## src/rtl/bramc_writeback_ctrl_pkg.sv

```systemverilog
// -----------------------------------------------------------------------------
// bramc_writeback_ctrl_pkg
// Shared definitions for the BRAM C write-back controller:
//   - state_e      : FSM state enumeration (2-bit encoding)
//   - ADDR_W_DEF   : default BRAM C address width (depth 2**ADDR_W_DEF)
//   - DATA_W_DEF   : default BRAM C data width
// -----------------------------------------------------------------------------
package bramc_writeback_ctrl_pkg;

   localparam int unsigned ADDR_W_DEF = 4;
   localparam int unsigned DATA_W_DEF = 8;

   typedef enum logic [1:0] {
      ST_IDLE     = 2'd0,
      ST_WRITE    = 2'd1,
      ST_FLUSH    = 2'd2,
      ST_READBACK = 2'd3
   } state_e;

endpackage : bramc_writeback_ctrl_pkg

```

## src/rtl/bramc_writeback_ctrl_if.sv

```systemverilog
// -----------------------------------------------------------------------------
// bramc_writeback_ctrl_if
// Bundles the controller's run control, result handshake, switch input and
// the signals it drives toward the external read-back mux.
//   start               : one-cycle pulse beginning a write-back run
//   res_valid/res_data  : result word from the compute datapath
//   res_ready           : controller accepts a result this cycle
//   switch              : asynchronous readback address switches
//   weaC_address_gen    : BRAM C write enable (to read-back mux)
//   addraC_address_gen  : BRAM C write address (to read-back mux)
//   dinaC               : BRAM C write data
//   Cread_back_select   : 0 = address generator, 1 = switch readback
//   switch_sync         : synchronised switch value (to read-back mux)
//   busy / done         : run status
// Modports: slave = controller side, master = datapath/board side.
// -----------------------------------------------------------------------------
interface bramc_writeback_ctrl_if #(
   parameter int unsigned ADDR_W = 4,
   parameter int unsigned DATA_W = 8
);

   logic              start;
   logic              res_valid;
   logic [DATA_W-1:0] res_data;
   logic              res_ready;
   logic [ADDR_W-1:0] switch;
   logic              weaC_address_gen;
   logic [ADDR_W-1:0] addraC_address_gen;
   logic [DATA_W-1:0] dinaC;
   logic              Cread_back_select;
   logic [ADDR_W-1:0] switch_sync;
   logic              busy;
   logic              done;

   modport slave (
      input  start, res_valid, res_data, switch,
      output res_ready, weaC_address_gen, addraC_address_gen, dinaC,
             Cread_back_select, switch_sync, busy, done
   );

   modport master (
      output start, res_valid, res_data, switch,
      input  res_ready, weaC_address_gen, addraC_address_gen, dinaC,
             Cread_back_select, switch_sync, busy, done
   );

endinterface : bramc_writeback_ctrl_if

```

## src/rtl/bramc_writeback_ctrl_sync2.sv

```systemverilog
// -----------------------------------------------------------------------------
// sync2
// Two-flop synchroniser for a WIDTH-bit quasi-static bus (board switches).
//   clk  : destination clock
//   rst  : synchronous active-high reset, clears both stages
//   d_i  : asynchronous input
//   q_o  : input delayed by two clk edges
// -----------------------------------------------------------------------------
module sync2 #(
   parameter int unsigned WIDTH = 4
) (
   input  logic             clk,
   input  logic             rst,
   input  logic [WIDTH-1:0] d_i,
   output logic [WIDTH-1:0] q_o
);

   logic [WIDTH-1:0] stage1_q;
   logic [WIDTH-1:0] stage2_q;

   always_ff @(posedge clk) begin
      if (rst) begin
         stage1_q <= '0;
         stage2_q <= '0;
      end else begin
         stage1_q <= d_i;
         stage2_q <= stage1_q;
      end
   end

   assign q_o = stage2_q;

endmodule : sync2

```

## src/rtl/bramc_writeback_ctrl.sv

```systemverilog
// -----------------------------------------------------------------------------
// bramc_writeback_ctrl
// Accepts 2**ADDR_W result words per run and writes them to BRAM C at
// consecutive addresses, then hands BRAM C over to switch readback.
//   clk  : single clock, rising edge
//   rst  : synchronous active-high reset (priority over start/handshake)
//   bus  : bramc_writeback_ctrl_if.slave (see interface for signal list)
// The read-back mux itself lives outside; this block only drives its inputs.
// -----------------------------------------------------------------------------
module bramc_writeback_ctrl
   import bramc_writeback_ctrl_pkg::*;
#(
   parameter int unsigned ADDR_W = ADDR_W_DEF,
   parameter int unsigned DATA_W = DATA_W_DEF
) (
   input  logic                   clk,
   input  logic                   rst,
   bramc_writeback_ctrl_if.slave  bus
);

   localparam logic [ADDR_W:0] CNT_ONE = {{ADDR_W{1'b0}}, 1'b1};

   state_e            state_q, state_d;
   logic [ADDR_W:0]   cnt_q, cnt_d;
   logic              wea_q, wea_d;
   logic [ADDR_W-1:0] addr_q, addr_d;
   logic [DATA_W-1:0] din_q, din_d;
   logic              res_ready;
   logic              hs;
   logic [ADDR_W-1:0] switch_sync_w;

   // State and write-port registers
   always_ff @(posedge clk) begin
      if (rst) begin
         state_q <= ST_IDLE;
         cnt_q   <= '0;
         wea_q   <= 1'b0;
         addr_q  <= '0;
         din_q   <= '0;
      end else begin
         state_q <= state_d;
         cnt_q   <= cnt_d;
         wea_q   <= wea_d;
         addr_q  <= addr_d;
         din_q   <= din_d;
      end
   end

   // Next-state and write-port logic
   always_comb begin
      state_d   = state_q;
      cnt_d     = cnt_q;
      wea_d     = 1'b0;
      addr_d    = addr_q;
      din_d     = din_q;
      res_ready = (state_q == ST_WRITE);
      hs        = bus.res_valid && res_ready;

      unique case (state_q)
         ST_IDLE: begin
            if (bus.start) begin
               state_d = ST_WRITE;
               cnt_d   = '0;
            end
         end
         ST_WRITE: begin
            // start is deliberately not looked at here
            if (hs) begin
               wea_d  = 1'b1;
               addr_d = cnt_q[ADDR_W-1:0];
               din_d  = bus.res_data;
               cnt_d  = cnt_q + CNT_ONE;
               if (cnt_q[ADDR_W-1:0] == '1) begin
                  state_d = ST_FLUSH;
               end
            end
         end
         ST_FLUSH: begin
            // the last registered write is on the port during this cycle
            state_d = ST_READBACK;
         end
         ST_READBACK: begin
            if (bus.start) begin
               state_d = ST_WRITE;
               cnt_d   = '0;
            end
         end
         default: begin
            state_d = ST_IDLE;
         end
      endcase
   end

   sync2 #(
      .WIDTH (ADDR_W)
   ) u_sync2 (
      .clk (clk),
      .rst (rst),
      .d_i (bus.switch),
      .q_o (switch_sync_w)
   );

   assign bus.res_ready          = res_ready;
   assign bus.weaC_address_gen   = wea_q;
   assign bus.addraC_address_gen = addr_q;
   assign bus.dinaC              = din_q;
   assign bus.Cread_back_select  = (state_q == ST_READBACK);
   assign bus.done               = (state_q == ST_READBACK);
   assign bus.busy               = (state_q == ST_WRITE) || (state_q == ST_FLUSH);
   assign bus.switch_sync        = switch_sync_w;

endmodule : bramc_writeback_ctrl

```

## src/flat_wrapper.sv

```systemverilog
// flat-port wrapper written by rule: the top's interface ports become plain ports
module bramc_writeback_ctrl_flat import bramc_writeback_ctrl_pkg::*;
#(
   parameter int unsigned ADDR_W = ADDR_W_DEF,
   parameter int unsigned DATA_W = DATA_W_DEF
)
  (clk, rst, bus_start, bus_res_valid, bus_res_data, bus_switch, bus_res_ready, bus_weaC_address_gen, bus_addraC_address_gen, bus_dinaC, bus_Cread_back_select, bus_switch_sync, bus_busy, bus_done);
  bramc_writeback_ctrl_if #(.ADDR_W(ADDR_W), .DATA_W(DATA_W)) bus_i ();
  input  logic clk;
  input  logic rst;
  input wire logic [$bits(bus_i.start)-1:0] bus_start;
  input wire logic [$bits(bus_i.res_valid)-1:0] bus_res_valid;
  input wire logic [$bits(bus_i.res_data)-1:0] bus_res_data;
  input wire logic [$bits(bus_i.switch)-1:0] bus_switch;
  output wire logic [$bits(bus_i.res_ready)-1:0] bus_res_ready;
  output wire logic [$bits(bus_i.weaC_address_gen)-1:0] bus_weaC_address_gen;
  output wire logic [$bits(bus_i.addraC_address_gen)-1:0] bus_addraC_address_gen;
  output wire logic [$bits(bus_i.dinaC)-1:0] bus_dinaC;
  output wire logic [$bits(bus_i.Cread_back_select)-1:0] bus_Cread_back_select;
  output wire logic [$bits(bus_i.switch_sync)-1:0] bus_switch_sync;
  output wire logic [$bits(bus_i.busy)-1:0] bus_busy;
  output wire logic [$bits(bus_i.done)-1:0] bus_done;
  assign bus_i.start = bus_start;
  assign bus_i.res_valid = bus_res_valid;
  assign bus_i.res_data = bus_res_data;
  assign bus_i.switch = bus_switch;
  assign bus_res_ready = bus_i.res_ready;
  assign bus_weaC_address_gen = bus_i.weaC_address_gen;
  assign bus_addraC_address_gen = bus_i.addraC_address_gen;
  assign bus_dinaC = bus_i.dinaC;
  assign bus_Cread_back_select = bus_i.Cread_back_select;
  assign bus_switch_sync = bus_i.switch_sync;
  assign bus_busy = bus_i.busy;
  assign bus_done = bus_i.done;
  bramc_writeback_ctrl #(.ADDR_W(ADDR_W), .DATA_W(DATA_W)) u_core (.clk(clk), .rst(rst), .bus(bus_i));
endmodule
```

## config.mk

```make
export PLATFORM = sky130hd
export DESIGN_NAME = bramc_writeback_ctrl_flat
export DESIGN_NICKNAME = d
export VERILOG_FILES = /design/src/rtl/bramc_writeback_ctrl_pkg.sv /design/src/rtl/bramc_writeback_ctrl_if.sv /design/src/rtl/bramc_writeback_ctrl_sync2.sv /design/src/rtl/bramc_writeback_ctrl.sv /design/src/flat_wrapper.sv
export SDC_FILE = /design/constraint.sdc
export NUM_CORES = 1
export LEC_CHECK = 0
export CORE_AREA = 3 3 60 62
export DETAILED_ROUTE_END_ITERATION = 8
export DIE_AREA = 0 0 63 65
export SYNTH_ARGS = -nofsm -noshare
export SYNTH_HDL_FRONTEND = slang
export SYNTH_SLANG_ARGS = --single-unit
```

## constraint.sdc

```tcl
create_clock -name clk -period 4.5 [get_ports clk]
set_input_delay 0.45 -clock clk [delete_from_list [all_inputs] [get_ports clk]]
set_output_delay 0.45 -clock clk [all_outputs]
set_load 0.02 [all_outputs]
```

# ---- Word level (Yosys, flattened, before mapping)
# Cells that the tools add are included.
# W data, S select, Z words.
dict set report totals {
  regBits 28
  in_bits 16
  output_inout_bits 21
  word_cells 33
}
dict set report op_classes {
  n_addsub 1
  eq_ne 7
  muxes 8
  n_bitwise 1
  reduce_logical 9
}
# op n
set op_table {}
lappend op_table {{$mux W5} 2}
lappend op_table {{$pmux W5 S2} 1}
lappend op_table {{$mux W2} 3}
lappend op_table {{$ne A2 B1 Y1 const B} 3}
lappend op_table {{$pmux W2 S3} 1}
lappend op_table {{$reduce_and A3 Y1} 2}
lappend op_table {{$add A5 B1 Y5 const B} 1}
lappend op_table {{$eq A2 B2 Y1 const B} 2}
lappend op_table {{$eq A4 B4 Y1 const B} 1}
lappend op_table {{$reduce_or A2 Y1} 2}
lappend op_table {{$eq A2 B1 Y1 const B} 1}
lappend op_table {{$logic_not A2 Y1} 1}
lappend op_table {{$reduce_and A2 Y1} 1}
lappend op_table {{$reduce_bool A2 Y1} 1}
lappend op_table {{$logic_and A1 B1 Y1} 1}
lappend op_table {{$logic_or A1 B1 Y1} 1}
lappend op_table {{$mux W1} 1}
lappend op_table {{$not A1 Y1} 1}

# ---- Depth between registers and ports, before layout
dict set report depth {
  ltp_word 4
  mapped_depth 6
}

# ---- Cells and area by module
# A second synthesis with hierarchy kept.
dict set report hier_totals {
  hier_cells 110
  hier_area_um2 985.9
}
# module n_inst cells_each area_each_um2
set modules_own_cells {}
lappend modules_own_cells {bramc_writeback_ctrl 1 94 775.7}
lappend modules_own_cells {sync2 1 16 210.2}

# ---- Worst setup path before layout
# OpenSTA, ideal clock, no wires.
dict set report synth_timing {
  path_kind {register to register}
  start {register u_core.state_q[1]}
  end {register u_core.cnt_q[2]}
  arrival_ps 1350
  required_time_ps 4374
  slack_ps 3024
  stages_incl_launch_ff 7
  path_buffers 1
  period_less_slack_ps 1476
  path_cell_list {dfxtp_1 > inv_1 > ha_1 > buf_2 > nor2_1 > o41ai_1 > a21oi_1}
}
dict set report synth_between {
  elab_chain_len 4
  word_cells_on_any_way 10
  classes_between {eq/ne: 4; mux: 1; reduce/logical: 5}
}
# element line_no
set synth_lines {}
lappend synth_lines {{from (decl)} bramc_writeback_ctrl.sv:23} ;# state_e state_q, state_d;
lappend synth_lines {{from (signal assigned)} bramc_writeback_ctrl.sv:41} ;# state_q <= state_d;
lappend synth_lines {{$eq A2 B1 Y1 *} bramc_writeback_ctrl.sv:56} ;# res_ready = (state_q == ST_WRITE);
lappend synth_lines {{net bus_res_ready} flat_wrapper.sv:15} ;# output wire logic [$bits(bus_i.res_ready)-1:0] bus_res_ready;
lappend synth_lines {{$logic_and A1 B1 Y1} bramc_writeback_ctrl.sv:57} ;# hs = bus.res_valid && res_ready;
lappend synth_lines {{$ne A2 B1 Y1 (no line)} -}
lappend synth_lines {{$reduce_and A3 Y1 (no line)} -}
lappend synth_lines {{to (signal assigned)} bramc_writeback_ctrl.sv:42} ;# cnt_q <= cnt_d;
lappend synth_lines {{to (decl)} bramc_writeback_ctrl.sv:24} ;# logic [ADDR_W:0] cnt_q, cnt_d;
# The timed path passes the listed nets; every way through them passes the cells marked *.
# A chain may end at the register's enable or synchronous reset.

# ---- Worst setup path in the final report
dict set report layout_timing {
  start {register u_core.state_q[0]}
  end {output bus_res_ready}
}
dict set report layout_between {
  elab_chain_len 1
}
# element line_no
set layout_lines {}
lappend layout_lines {{$eq A2 B1 Y1} bramc_writeback_ctrl.sv:56}
lappend layout_lines {{to (decl)} flat_wrapper.sv:15}
# Every way passes these cells.

==> impl_metrics.ini <==
[sta]
fmax_mhz = 426
rsz0062_at_grt = false
clock_skew_ps = 13.1
setup-tns-final_ps = 0
hold_violations = 0
slew-limit-headroom_pct = 34.5
period_minus_slack_ps = 2340
worst_pin_slew_ps = 980
setup_viol = 0
finalCritPeriodShare_pct = 52.1
drv_slew = 0

[setup_path]
endpoint_kind = output pin
crit_path_start_kind = flip-flop
reg2reg_slack_ps = 2830
crit_end = bus_res_ready
r2r_cells = 5
rr_endpoint = u_core.cnt_q[3]
crit_required_ps = 4050
crit_type = reg2out
startpoint = u_core.state_q[0]
reg2reg_from = u_core.state_q[1]
cp_max_fo = 13
critPathArrivalTime_ps = 1890

[die]
coreArea_mm2 = 0.00308
die_w_um = 63
fp.dieH_um = 65
rows = 20
ioPinCount = 37
initial_core_util_pct = 35.0
dieArea_mm2 = 0.00410

[synth]
synth_top_area_share_pct = 50.2
ys_ff_latch = 27
synth.area.top_cells = dfxtp_1 50%, nand2_1 8.7%, a21oi_1 7.4%
synth_edf_count = 0
netlist_instances = 122
yosys-top-cells-count = 27 x dfxtp_1, 25 x nand2_1, 16 x a21oi_1
avgSynthCellArea_um2 = 8.82
ys_types = 27
synthArstFlopShare_pct = 0
synth_top_area_cell = dfxtp_1
synth.net_count = 142
synthesis.yosys.warnings = 0
synthFlopType = dfxtp_1
yosysSeqAreaShare_pct = 50.2
synth_most_common_cell = dfxtp_1
syn_area_mm2 = 0.00108

[clock_tree]
path_clk_slew_ps = 140
post_cts_buffers = 0
max-clock-path-buffers = 2
cts_root_buf = clkbuf_4
hold_buffers = 0
cts_max_level = 1
ctsResizeCount = 0
cts_buffers = 3
clock-sinks = 27
clk_latency_ps = 320
cts_tree = done

[global_routing]
grt_first_pass_wirelength_um = 4060
antenna_found_initial = 0
grt.overflow.total = 0
grt_start_max_net_pins = 30
grtUsageTotal_pct = 12.1
grt_pass1_vias = 913

[detailed_routing]
vias = 907
ant_nets = 0
routedWlPerCell_um = 11.6
drtIter0Drc = 17
drt_wl_total_um = 2310
dr.pass1.iters = 4
drc = 0
top_layer_used = met3
wl_met3_um = 103
met1_length_um = 997
drt-vias-per-instance = 4.56
met2WireLength_um = 1210

[layout]
nets = 176
final_core_util_pct = 48.0
n_antenna_cell = 0
syn2layout_area_growth_pct = 37.4
drive_gt1_share_pct = 4.52

[power]
power_frac_comb_pct = 42.0
pwr-share-seq_pct = 42.8
switching_share_pct = 36.7
p_int_uw = 414
vdd_drop_max_uv = 165
p_sw_uw = 240
clockPowerShare_pct = 15.2
pwr_density_cell_mw_per_mm2 = 442
p_leak_nw = 0.540

[flow_run]
maxCapViolations = 0

[outcome]
status = finished, final reports clean

[place]
io_buffers = 36
dp_hpwl_um = 1730
gp_congestion = 0.803

[min_path]
hold-path-cell-count = 1
min_path_type = reg2reg
min_from = u_core.u_sync2.stage1_q[1]
==> registers in the layout, summed over array words and instances (netlist names) <==
register	cells
u_core.cnt_q	4
u_core.bus.dinaC	8
u_core.state_q	2
u_core.bus.addraC_address_gen	4
u_core.bus.weaC_address_gen	1
u_core.u_sync2.stage1_q	4
u_core.u_sync2.q_o	4
==> power groups by stage <==
stage / clock (mW) / combinational [mW] / sequential, mW
final: 0.0995 / 0.275 / 0.280
after CTS: 0.104 / 0.278 / 0.280
after floorplan: 0 / 0.168 / 0.296
after global placement: 0 / 0.268 / 0.284
after detailed placement: 0 / 0.277 / 0.286
after global routing: 0.116 / 0.302 / 0.284
==> metrics by stage <==
step	total power [mW]	cell area, µm²	hold WS (ps)	worst slack, ps	instances
6_report	0.654	1480	457	2160	199
5_1_grt	0.702	1480	479	2040	199
4_1_cts	0.663	1480	458	2140	199
3_3_place_gp	0.552	1450	422	2420	195
3_5_place_dp	0.562	1450	428	2390	195
2_1_floorplan	0.465	1080	414	3020	122
==> worst max-delay path: stages (launching register included) <==
cell and delay (ps):
dfxtp_1 430, ha_1 450, clkdlybuf4s50_1 690
==> cell families after synthesis <==
group           synth area share, %
simple gates                   23.8
compound gates                 16.2
flops                          50.2
buf+inv                        5.12
fa+ha+maj                      4.65
==> area by class of cell <==
class,instances,area [µm²]
clock buffer,3,22.5
clock inverter,1,5.00
fill,313,1600
inverter,4,15.0
multi-input combinational,84,480
sequential,27,541
tap,44,55.1
timing repair buffer,36,360
==> worst min-delay path by stage <==
stage / end / slack (ps)
finish: u_core.u_sync2.q_o[1] / 460
global route: u_core.u_sync2.q_o[1] / 480
CTS: u_core.u_sync2.q_o[1] / 460
detailed placement: u_core.u_sync2.q_o[0] / 430
global placement: u_core.u_sync2.q_o[1] / 420
floorplan: u_core.u_sync2.q_o[0] / 410
==> routing by layer <==
layer  GRT usage [%]  vias up
met3            3.64        0
li1                -      472
met5               0        -
met4            2.48        0
met1            14.9      415
met2            20.9       20
==> cells in the final DEF, fill, tap and decap left out, drive strengths merged <==
master / n
a2111o: 2
a211oi: 2
a21oi: 16
a31oi: 1
and2: 1
and2b: 2
and3: 1
and3b: 1
clkbuf: 3
clkdlybuf4s50: 36
clkinv: 1
dfxtp: 27
ha: 4
inv: 4
nand2: 26
nand2b: 1
nand3: 2
nand4: 1
nor2: 3
nor2b: 12
o21ai: 5
o31ai: 1
o41ai: 2
or4: 1
(Power assumes the default switching activity.)
